`config.mk`:
```
export PLATFORM = sky130hd
export DESIGN_NAME = extnd
export DESIGN_NICKNAME = d
export VERILOG_FILES = /design/src/rtl/extnd.sv
export SDC_FILE = /design/constraint.sdc
export NUM_CORES = 1
export LEC_CHECK = 0
export CAP_MARGIN = 0
export CORE_ASPECT_RATIO = 0.5
export CORE_MARGIN = 1
export CORE_UTILIZATION = 43
export CTS_CLUSTER_SIZE = 25
export DETAILED_ROUTE_END_ITERATION = 10
export PLACE_DENSITY = 0.79
export SLEW_MARGIN = 20
export SYNTH_ARGS = -nofsm -noshare
export SYNTH_HDL_FRONTEND = slang
export SYNTH_SLANG_ARGS = --single-unit
```
`constraint.sdc`:
```
create_clock -name clk -period 1.25 [get_ports clk]
set_input_delay 0.25 -clock clk [delete_from_list [all_inputs] [get_ports clk]]
set_output_delay 0.25 -clock clk [all_outputs]
set_load 0.005 [all_outputs]
```
`src/rtl/extnd.sv`:
```
// extnd: widens a 16-bit immediate to a 32-bit operand.
// Sign-extend, zero-extend, load-upper and signed-byte modes, one cycle of
// latency, with out_valid marking a cycle whose data came from a valid input.
module extnd #(
  parameter int unsigned    IN_W        = 16,
  parameter int unsigned    OUT_W       = 32,
  parameter logic [OUT_W-1:0] RESET_VALUE = '0
) (
  input  logic             clk,
  input  logic             rst,
  input  logic [IN_W-1:0]  data_16bit,
  input  logic [1:0]       ext_op,
  input  logic             in_valid,
  output logic [OUT_W-1:0] data_32bit,
  output logic             out_valid
);

  localparam int unsigned PAD_W  = OUT_W - IN_W;
  localparam int unsigned BYTE_W = 8;
  localparam int unsigned BPAD_W = OUT_W - BYTE_W;

  typedef enum logic [1:0] {
    EXT_SIGN  = 2'b00,
    EXT_ZERO  = 2'b01,
    EXT_UPPER = 2'b10,
    EXT_BYTE  = 2'b11
  } ext_op_e;

  logic [OUT_W-1:0] w_ext;
  logic [OUT_W-1:0] r_data;
  logic             r_valid;

  // Select the extended value for the current mode; sign-extend is the default.
  always_comb begin
    w_ext = {{PAD_W{data_16bit[IN_W-1]}}, data_16bit};
    case (ext_op_e'(ext_op))
      EXT_SIGN:  w_ext = {{PAD_W{data_16bit[IN_W-1]}}, data_16bit};
      EXT_ZERO:  w_ext = {{PAD_W{1'b0}}, data_16bit};
      EXT_UPPER: w_ext = {data_16bit, {PAD_W{1'b0}}};
      EXT_BYTE:  w_ext = {{BPAD_W{data_16bit[BYTE_W-1]}}, data_16bit[BYTE_W-1:0]};
      default:   w_ext = {{PAD_W{data_16bit[IN_W-1]}}, data_16bit};
    endcase
  end

  // Output registers: reset wins, data holds when no valid input arrives.
  always_ff @(posedge clk) begin
    if (rst) begin
      r_data  <= RESET_VALUE;
      r_valid <= 1'b0;
    end else begin
      r_valid <= in_valid;
      if (in_valid) begin
        r_data <= w_ext;
      end
    end
  end

  assign data_32bit = r_data;
  assign out_valid  = r_valid;

endmodule

```
# --- Word level (Yosys, flattened, before mapping) ---
# Cells that the tools add are included.
totals:
  inputBits: 21
  reg_bits: 33
classes:
  muxes: 1
  eq_ne: 3
  reduce_logical: 1
op_table:
  columns: ["operator", "n"]
  rows:
  - ["$pmux W32 S4", 1]
  - ["$eq A2 B2 Y1 const B", 2]
  - ["$eq A2 B1 Y1 const B", 1]
  - ["$logic_not A2 Y1", 1]

# --- Logic depth before layout (Yosys ltp) ---
logic_depth:
  word_depth: 2
  depth_mapped: 5
  ltp_nobuf: 3

# --- Least setup slack after synthesis ---
# Ideal clock, no wire load.
synth_timing:
  path_type: "input-to-reg"
  from: "input data_16bit[7]"
  to: "register r_data[24], in the netlist data_32bit[24]"
  required_ns: 1.110
  n_path_buf: 0
  cell_stages: 3
  setup_ns: 0.140
  path_slack_ns: 0.204
  arrival_time_ns: 0.906
  path_cell_list: "and3_4 > nor3b_4 > a211oi_2"
synth_via:
  elab_chain_cells: 1
synth_rtl:
  columns: ["item", "line_no", "source"]
  rows:
  - ["start, declared", "11", "input logic [IN_W-1:0] data_16bit,"]
  - ["$pmux W32 S4", "36", "case (ext_op_e'(ext_op))"]
  - ["end signal, assigned", "53", "r_data <= w_ext;"]
  - ["end, declared", "30", "logic [OUT_W-1:0] r_data;"]
# No other way between the ends.
# A chain may end at the register's enable or synchronous reset.

==> Implementation_results.wiki <==
{| class="wikitable"
! Metric !! Value
|-
| CTS Sinks || 33
|-
| Max-slew violation count || 0
|-
| Critical Path Start Type || primary input
|-
| Hold crit path type || reg2reg
|-
| Sequential cell fraction of total power || 48.6%
|-
| Via count of the first global-routing pass || roughly 1100
|-
| Latest clock arrival within the worst-skew pair || 0.27 ns
|-
| Number of remaining DRC errors || 0
|-
| Most congested layer reported by global routing || met2
|-
| PnR worst setup slack || between 0.03 and 0.04 ns
|-
| Clock share of power || 33.7%
|-
| Count of state elements after synthesis || 33
|-
| Syn Inst Count || 149
|-
| Ports placed on the boundary || 54
|-
| All-layer global routing usage || between 10% and 20%
|-
| Initial core utilization || between 40% and 50%
|-
| Mean number of vias per cell || around 4.9
|-
| Synthesized netlist net count || between 150 and 200
|-
| Buffer levels on the longest clock path || 2
|-
| Die boundary height || roughly 42 um
|-
| Flop2flop setup slack || roughly 0.48 ns
|-
| Total power divided by cell area || around 1100 nW/um^2
|-
| Cell depth of the worst flop-to-flop path || 3
|-
| DR iter-0 viols || 54
|-
| Part of the cycle the worst path needs || slightly below 100%
|-
| Fraction of layout cells with a size suffix above 1 || 20.2%
|-
| Lkg Pwr || between 0.8 and 0.9 nW
|-
| Wire length of the first global-routing pass || between 5000 and 6000 um
|-
| Unrepaired setup endpoints after global routing || true
|-
| Total design power || 2.36 mW
|-
| Max Clock Freq || just over 800 MHz
|-
| Actual slew at the worst max-slew pin || roughly 0.31 ns
|-
| Drt pass-1 iters || 4
|-
| Register area share after synthesis || roughly 47%
|-
| Std cell rows || 14
|-
| Clock tree from TritonCTS || yes
|-
| Die Area || roughly 3500 um^2
|-
| Result of the run || completed
|-
| Worst Setup Slack post-DPL || -0.565 ns
|-
| Post-DR wirelength/cell || about 13 um
|-
| Number of antenna violations at the first check in global routing || 0
|-
| Warning count from the yosys run || 0
|-
| Proportion of total power due to net switching || between 20% and 30%
|-
| Worst setup path category || in2reg
|-
| Number of distinct library cell variants in the gate-level netlist after synthesis || 23
|-
| Syn avg cell area || about 9.4 um^2
|-
| Instance count along the most critical hold path || 2
|-
| Netlist area before placement || approximately 1400 um^2
|-
| Number of port buffers || 53
|-
| Detailed-placement wirelength estimate || about 2200 um
|-
| Number of inserted filler cells in the final layout || 263
|-
| Final count of negative-setup-slack endpoints || 0
|-
| Met3 Usage GRT || about 6.1%
|-
| Die Wd || 82.9 um
|-
| Sw Pwr || between 0.5 and 0.6 mW
|-
| Worst slew margin || between 70 and 80%
|-
| Post-detailed-routing wire length || between 3000 and 4000 um
|-
| Met1 usage in global routing || between 20 and 25%
|-
| Area grow syn2layout || 48.4%
|-
| Maximum fanout encountered on the critical timing path || 30
|-
| Met2 capacity usage during global routing || a little under a third
|-
| Cell-internal power || ~1.8 mW
|-
| Number of nets still failing antenna checks after routing || 0
|-
| Element type at the critical path end || flip-flop
|-
| VDD IR max || 0.830 mV
|-
| Final-stage net count || 229
|-
| # diodes || 0
|-
| Final design area excluding fillers || 2090 um^2
|-
| Routability congestion estimate || between 0.7 and 0.8
|-
| Worst clock skew on the final layout || 0 ns
|-
| Largest net degree at the start of global routing || 31
|-
| Area inside the core boundary || roughly 3100 um^2
|-
| Required time at the endpoint of the critical path || around 1.4 ns
|-
| Final standard cell utilization of the core || a little under 70%
|-
| Vias after detailed routing || between 1000 and 1500
|-
| Final Hold Vio Count || 0
|-
| Clock root buffer || sky130_fd_sc_hd__clkbuf_8
|-
| Count of maximum capacitance violations || 0
|-
| CTS H-Tree Depth || 2
|-
| Final-layout worst hold slack || about 0.46 ns
|-
| Post-detailed-placement cell area || 1980 um^2
|-
| Total clock buffers created by CTS || 5
|-
| Combinational fraction of design power || between 15 and 20%
|-
| Minimum clock period || around 1.2 ns
|-
| Highest-count cells in the layout ignoring fill and taps || sky130_fd_sc_hd__dlygate4sd2_1 (36), sky130_fd_sc_hd__dfxtp_1 (28), sky130_fd_sc_hd__nor2_1 (17), sky130_fd_sc_hd__nand2b_1 (17), sky130_fd_sc_hd__clkdlybuf4s50_1 (17)
|-
| WP data arrival || between 1 and 1.5 ns
|-
| Clock slew at reported path FFs || roughly 0.060 ns
|-
| Leftover overflow at the end of global routing || 0
|-
| Most frequent standard cell in the layout excluding fill and tap cells || sky130_fd_sc_hd__dlygate4sd2_1
|}
==> worst paths after layout <==
kind	from	endpoint
worst max-delay path	in_valid	data_32bit[21]
worst min register to register	data_32bit[0]	data_32bit[0]
worst min-delay path	data_32bit[0]	data_32bit[0]
worst max register to register	data_32bit[17]	data_32bit[17]
==> routing by layer <==
layer / part of all wire [%] / wire length (um)
met1: 49 / 1590
met2: 46 / 1510
met3: 4.1 / 134
met4: 0.34 / 11
met5: 0 / 0
==> sequential cells by signal (all words and copies together) (netlist names) <==
name and flops:
out_valid 1, data_32bit 32
==> cells in the mapped netlist <==
| master | count | area (um^2) |
|---|---|---|
| sky130_fd_sc_hd__a31oi_1 | 7 | 43.8 |
| sky130_fd_sc_hd__and3_4 | 1 | 11.3 |
| sky130_fd_sc_hd__a21oi_1 | 9 | 45.0 |
| sky130_fd_sc_hd__buf_4 | 1 | 7.51 |
| sky130_fd_sc_hd__dfxtp_1 | 33 | 661 |
| sky130_fd_sc_hd__or2b_1 | 1 | 7.51 |
| sky130_fd_sc_hd__nand2b_1 | 17 | 106 |
| sky130_fd_sc_hd__nand2_1 | 1 | 3.75 |
| sky130_fd_sc_hd__clkbuf_1 | 5 | 18.8 |
| sky130_fd_sc_hd__nand2_2 | 6 | 37.5 |
| sky130_fd_sc_hd__and2b_4 | 1 | 10.0 |
| sky130_fd_sc_hd__nand3_1 | 8 | 40.0 |
| sky130_fd_sc_hd__buf_6 | 1 | 11.3 |
| sky130_fd_sc_hd__o21ai_0 | 4 | 20.0 |
| sky130_fd_sc_hd__nor3b_2 | 1 | 12.5 |
| sky130_fd_sc_hd__nor3b_4 | 1 | 18.8 |
| sky130_fd_sc_hd__buf_2 | 4 | 20.0 |
| sky130_fd_sc_hd__o21ai_1 | 4 | 20.0 |
| sky130_fd_sc_hd__buf_12 | 1 | 20.0 |
| sky130_fd_sc_hd__nor2_1 | 17 | 63.8 |
| sky130_fd_sc_hd__nor2b_1 | 9 | 56.3 |
| sky130_fd_sc_hd__a211oi_2 | 9 | 113 |
| sky130_fd_sc_hd__a211oi_1 | 8 | 60.1 |
==> worst max-delay path, stage by stage <==
cell and delay (ns):
sky130_fd_sc_hd__clkdlybuf4s50_1 0.60, sky130_fd_sc_hd__buf_8 0.22, sky130_fd_sc_hd__nor2b_1 0.06, sky130_fd_sc_hd__a31oi_1 0.15, sky130_fd_sc_hd__o21ai_1 0.07
==> power by group through the flow <==
stage          clock network [mW]  logic [mW]  registers [mW]
6_report                    0.796       0.417            1.15
5_1_grt                     0.875       0.450            1.16
4_1_cts                     0.816       0.417            1.15
3_5_place_dp                    0       0.442            1.17
3_3_place_gp                    0       0.435            1.17
2_1_floorplan                   0       0.190            1.18
==> through the flow <==
step | cells | TNS, ns
2_1_floorplan | 149 | 0
3_3_place_gp | 239 | -11.84
3_5_place_dp | 239 | -12.65
4_1_cts | 248 | 0
5_1_grt | 248 | -0.0268
6_report | 248 | 0
==> layout make-up <==
type / count / area (um^2) / area share [%]
multi-input combinational: 105 / 694 / 33.2
sequential: 33 / 667 / 31.9
timing repair buffer: 63 / 592 / 28.3
clock buffer: 7 / 86.3 / 4.13
tap: 40 / 50.0 / 2.40
==> cell families after synthesis <==
| family | after synthesis | synth area share (%) |
|---|---|---|
| compound gates | 41 | 21.4 |
| buf+inv | 12 | 5.51 |
| flops | 33 | 46.9 |
| simple gates | 63 | 26.1 |
==> what timing repair did <==
item / in CTS / in global routing
resized for setup: 47 / 3
cloned: 1 / 0
setup endpoints to repair: 56 / 9
buffers inserted: 1 / 0
hold buffers: 0 / 0
pin swaps: 2 / 0
Power figures use the tool's default switching activity.
